==> config.mk <==
export PLATFORM = sky130hd
export DESIGN_NAME = fetch_queue
export DESIGN_NICKNAME = d
export VERILOG_FILES = /design/src/rtl/fetch_queue.sv
export SDC_FILE = /design/constraint.sdc
export NUM_CORES = 1
export LEC_CHECK = 0
export BUFFER_PORTS_ARGS = -buffer_cell sky130_fd_sc_hd__buf_2
export CAP_MARGIN = 20
export CORE_MARGIN = 1.5
export CORE_UTILIZATION = 25
export DETAILED_ROUTE_END_ITERATION = 16
export PLACE_DENSITY = 0.49
export SLEW_MARGIN = 20
export SYNTH_ARGS = -nofsm -noshare
export SYNTH_HDL_FRONTEND = slang
export SYNTH_SLANG_ARGS = --single-unit
==> constraint.sdc <==
create_clock -name clk -period 2.3 [get_ports clk]
set_input_delay 0.23 -clock clk [delete_from_list [all_inputs] [get_ports clk]]
set_output_delay 0.23 -clock clk [all_outputs]
set_load 0.01 [all_outputs]
==> src/rtl/fetch_queue.sv <==
// -----------------------------------------------------------------------------
// fetch_queue
//
// Instruction fetch unit with a prefetch queue. Drives a PC-addressed
// synchronous instruction memory (data returns one cycle after the request),
// buffers up to DEPTH returned instructions together with the PC each was
// fetched from, and presents the queue head to the control unit, split into
// opcode and address fields, over a valid/ready handshake. A redirect flushes
// all buffered and in-flight work and restarts fetching at redirect_pc.
//
// Optional feature macro: FETCH_PERF_CNT_EN
//   defined     -> stall_cnt counts cycles where the consumer is ready but the
//                  queue is empty (no redirect); saturates at 0xFFFF, cleared
//                  only by reset.
//   not defined -> stall_cnt is tied to 0.
//
// Ports
//   clk          in   clock, rising edge
//   rst_n        in   asynchronous active-low reset
//   fetch_ce     in   fetch enable, gates issue of new memory requests only
//   imem_req     out  memory read request this cycle
//   imem_addr    out  memory read address (current PC)
//   imem_rdata   in   memory read data, valid the cycle after imem_req
//   redirect     in   flush and restart at redirect_pc
//   redirect_pc  in   new fetch PC
//   out_valid    out  queue head holds an instruction
//   out_ready    in   consumer accepts head
//   out_opcode   out  head opcode field (top OPCODE_W bits)
//   out_address  out  head address field (remaining low bits)
//   out_pc       out  PC the head instruction was fetched from
//   stall_cnt    out  starvation counter (see macro above)
// -----------------------------------------------------------------------------
module fetch_queue #(
  parameter int          INSTR_W  = 16,
  parameter int          OPCODE_W = 4,
  parameter int          PC_W     = 12,
  parameter int          DEPTH    = 4,
  parameter int unsigned RESET_PC = 0
) (
  input  logic                         clk,
  input  logic                         rst_n,
  input  logic                         fetch_ce,
  output logic                         imem_req,
  output logic [PC_W-1:0]              imem_addr,
  input  logic [INSTR_W-1:0]           imem_rdata,
  input  logic                         redirect,
  input  logic [PC_W-1:0]              redirect_pc,
  output logic                         out_valid,
  input  logic                         out_ready,
  output logic [OPCODE_W-1:0]          out_opcode,
  output logic [INSTR_W-OPCODE_W-1:0]  out_address,
  output logic [PC_W-1:0]              out_pc,
  output logic [15:0]                  stall_cnt
);

  localparam int ADDR_W = INSTR_W - OPCODE_W;
  localparam int PTR_W  = (DEPTH > 1) ? $clog2(DEPTH) : 1;
  localparam int CNT_W  = $clog2(DEPTH + 1);

  logic [PC_W-1:0]    r_pc;
  logic [PC_W-1:0]    r_req_pc;
  logic               r_inflight;
  logic [CNT_W-1:0]   r_count;
  logic [PTR_W-1:0]   r_rptr;
  logic [PTR_W-1:0]   r_wptr;
  logic [INSTR_W-1:0] r_instr [DEPTH];
  logic [PC_W-1:0]    r_epc   [DEPTH];

  logic [CNT_W-1:0]   w_used;
  logic               w_issue;
  logic               w_push;
  logic               w_pop;
  logic [INSTR_W-1:0] w_head;

  // Credits: queued entries plus the one possibly returning next cycle must
  // leave room, so a return can never land on a full queue.
  assign w_used  = r_count + CNT_W'(r_inflight);
  assign w_issue = fetch_ce & ~redirect & (w_used < CNT_W'(DEPTH));
  assign w_push  = r_inflight & ~redirect;
  assign w_pop   = out_valid & out_ready & ~redirect;

  // Gated by rst_n so no request leaks out while reset is held.
  assign imem_req  = rst_n & w_issue;
  assign imem_addr = r_pc;

  always_ff @(posedge clk or negedge rst_n) begin
    if (!rst_n) begin
      r_pc       <= PC_W'(RESET_PC);
      r_req_pc   <= '0;
      r_inflight <= 1'b0;
      r_count    <= '0;
      r_rptr     <= '0;
      r_wptr     <= '0;
    end else if (redirect) begin
      r_pc       <= redirect_pc;
      r_inflight <= 1'b0;
      r_count    <= '0;
      r_rptr     <= '0;
      r_wptr     <= '0;
    end else begin
      if (w_issue) begin
        r_pc     <= r_pc + PC_W'(1);
        r_req_pc <= r_pc;
      end
      r_inflight <= w_issue;
      if (w_push) r_wptr <= r_wptr + PTR_W'(1);
      if (w_pop)  r_rptr <= r_rptr + PTR_W'(1);
      case ({w_push, w_pop})
        2'b10:   r_count <= r_count + CNT_W'(1);
        2'b01:   r_count <= r_count - CNT_W'(1);
        default: r_count <= r_count;
      endcase
    end
  end

  // Entry storage is reset so the head fields read as zero out of reset.
  always_ff @(posedge clk or negedge rst_n) begin
    if (!rst_n) begin
      for (int i = 0; i < DEPTH; i++) begin
        r_instr[i] <= '0;
        r_epc[i]   <= '0;
      end
    end else if (w_push) begin
      r_instr[r_wptr] <= imem_rdata;
      r_epc[r_wptr]   <= r_req_pc;
    end
  end

  assign out_valid   = (r_count != '0);
  assign w_head      = r_instr[r_rptr];
  assign out_opcode  = w_head[INSTR_W-1 -: OPCODE_W];
  assign out_address = w_head[ADDR_W-1:0];
  assign out_pc      = r_epc[r_rptr];

`ifdef FETCH_PERF_CNT_EN
  logic [15:0] r_stall_cnt;

  always_ff @(posedge clk or negedge rst_n) begin
    if (!rst_n) begin
      r_stall_cnt <= '0;
    end else if (out_ready && !out_valid && !redirect && (r_stall_cnt != 16'hFFFF)) begin
      r_stall_cnt <= r_stall_cnt + 16'd1;
    end
  end

  assign stall_cnt = r_stall_cnt;
`else
  assign stall_cnt = '0;
`endif

endmodule

==> flow_summary.ini <==
[place]
portBuffers = 74
gp_congestion = 0.705
placed_area_mm2 = 0.00740
dpl.hpwl_um = 9650

[synthesis]
synth_common_cells = 144 x dfrtp_1, 125 x mux2_2, 28 x mux4_2
postSynthCellCount = 440
syn_avg_cell_area_um2 = 15.0
async_reset_ff_share_pct = 100
yosysTopAreaCellShare_pct = 54.5
netlist_area_mm2 = 0.00661
synth_cell_types = 41
seq_area_frac_synth_pct = 54.5
synth_edf_count = 0
synth_top_area_cell = dfrtp_1
synth_area_leaders = dfrtp_1 54%, mux2_2 21%, mux4_2 9.5%, buf_4 1.8%, buf_6 1.7%
ys.flop_type = dfrtp_1
synth_seq_cells = 144
yosys_warnings = 0
synth.most_common_cell = dfrtp_1

[power]
p_leak_nw = 3.66
powerDensity_mw_per_mm2 = 1120
ir_worst_vdd_uv = 446

[timing]
fin_tns_setup_ps = 0
worst_pin_slew_ps = 771
slew_headroom_pct = 48.6
hold_viol_final = 0
slew_violations = 0
period_share_pct = 91.5
max_freq_mhz = 475
fin_worst_skew_ps = 6.88
rsz0062_at_grt = false
setup_violations = 0
final.min_clock_period_ps = 2100

[cts]
cts_tree = done
clockRootBuffer = clkbuf_16
clkTransAtPathRegs_ps = 60
cts_buffers = 17
cts_max_level = 4
clk_latency_ps = 420
clockBufferDepth = 2
clkSinkCount = 144

[routing]
vias = 3931
antenna_left = 0
dr.pass1.iters = 4
drt_wl_total_um = 14700
wl_per_cell_um = 16.8
vias_per_cell = 4.50
drcViolationCount = 0
drt_iter0_drc = 175

[die]
initial_utilization_pct = 25.4
die_h_um = 166
die_w_um = 166
fp-row-count = 59
io_pins = 91
die_area_mm2 = 0.0274
core_area_mm2 = 0.0260

[worst_hold_path]
hold_class = in -> reg
hold_depth = 3

[worst_setup_path]
cp.arrival_ps = 1870
endpoint_kind = primary output
reg2reg_depth = 6
crit_required_ps = 2070
startpoint_type = flop
worstSetupPathType = reg -> out
critPathMaxFanout = 28

[grt]
grt_max_degree = 145
antenna_found_initial = 0
grt_usage_pct = 11.3
first_global_vias = 4231
overflow = 0
grt_pass1_wl_um = 24200

[final_layout]
finalNetCount = 565
layout-drive-gt1-share_pct = 52.3
diodes = 0
postLayoutCellArea_mm2 = 0.00796
area_growth_pct = 20.4
fillCellCount = 2615

[outcome]
status = finished clean

[run]
max_cap_viol_count = 0
[layout make-up]
cell class | count | area (µm²) | area share, %
Clock inverter | 12 | 85.1 | 1.07
Inverter | 5 | 18.8 | 0.236
Sequential cell | 144 | 3610 | 45.3
Timing Repair Buffer | 90 | 614 | 7.72
Tap cell | 335 | 419 | 5.26
Multi-Input combinational cell | 268 | 2760 | 34.7
Clock buffer | 20 | 457 | 5.74
[state kept, by name (all words and copies together), names as in the netlist]
name	count
imem_addr	12
r_instr	64
r_req_pc	12
r_rptr	2
r_count	3
r_inflight	1
r_wptr	2
r_epc	48
[cells in the final DEF (no fill, tap or decap), drive strengths merged, types with 6 or more instances in the layout]
cell type	instances
inv	8
conb	16
nand3	11
or4	8
mux4	28
nand2	18
clkbuf	20
buf	88
nor2	9
mux2	125
dfrtp	144
o211ai	6
[cells by family (layout without fill, tap and decap cells)]
logic type      after synthesis  after routing  share of synthesized area [%]
mux                         157            157                           31.5
other cells                   1             16                         0.0567
flops                       144            144                           54.5
buf+inv                      43            127                           4.58
fa+ha+maj                     6              6                           1.25
compound gates               19             19                           2.10
xor+xnor                      6              6                          0.795
simple gates                 64             64                           5.24
[metal layers]
layer  part of all wire, %  global-route usage, %  vias to the layer above
met5                     0                      0                        -
met4                   1.2                   3.41                        0
met3                   3.0                   2.72                       12
met2                    49                   18.1                       68
met1                    47                   15.2                     2081
li1                      -                      -                     1770
[through the flow]
step	util, %	power [mW]	setup WS, ps	hold WS, ps	cells
after detailed placement	28.5	6.50	398	425	840
after floorplan	-	5.45	448	-65.6	455
final	30.6	8.90	196	17.5	874
after global placement	28.5	6.36	475	418	840
after global routing	30.6	9.46	59.5	3.40	874
after CTS	30.6	9.06	97.7	0.649	874
[worst paths after layout]
| check | startpoint | to | slack (ps) |
|---|---|---|---|
| worst max-delay path | r_rptr[0]$_DFFE_PN0P_ | out_pc[1] | 200 |
| worst min-delay path | redirect_pc[8] | imem_addr[8]$_DFFE_PN0P_ | 20 |
| worst max register to register | r_count[1]$_DFFE_PN0P_ | r_count[2]$_DFFE_PN0P_ | 460 |
| worst min register to register | r_instr[0]$_DFFE_PN0P_ | r_instr[0]$_DFFE_PN0P_ | 500 |
| max in group asynchronous | rst_n | r_inflight$_DFF_PN0_ | 1190 |
| min in group asynchronous | rst_n | r_instr[29]$_DFFE_PN0P_ | 500 |
[critical path, cell delays in order, from the launching register on]
cell	delay [ps]
dfrtp_2	400
buf_12	270
mux4_2	610
buf_2	170
[repair_timing]
action                     4_1_cts  5_1_grt
setup endpoints to repair        0        1
buffers inserted                 0        0
hold buffers                     2        0
hold endpoints to repair        52        0
resized for setup                0        1
[power breakdown]
group	internal (mW)	switching [mW]
registers	3.28	0.538
clock network	1.44	1.08
logic	1.46	1.11
total	6.17	2.72
Note: power is estimated with default switching activity, not from simulation.
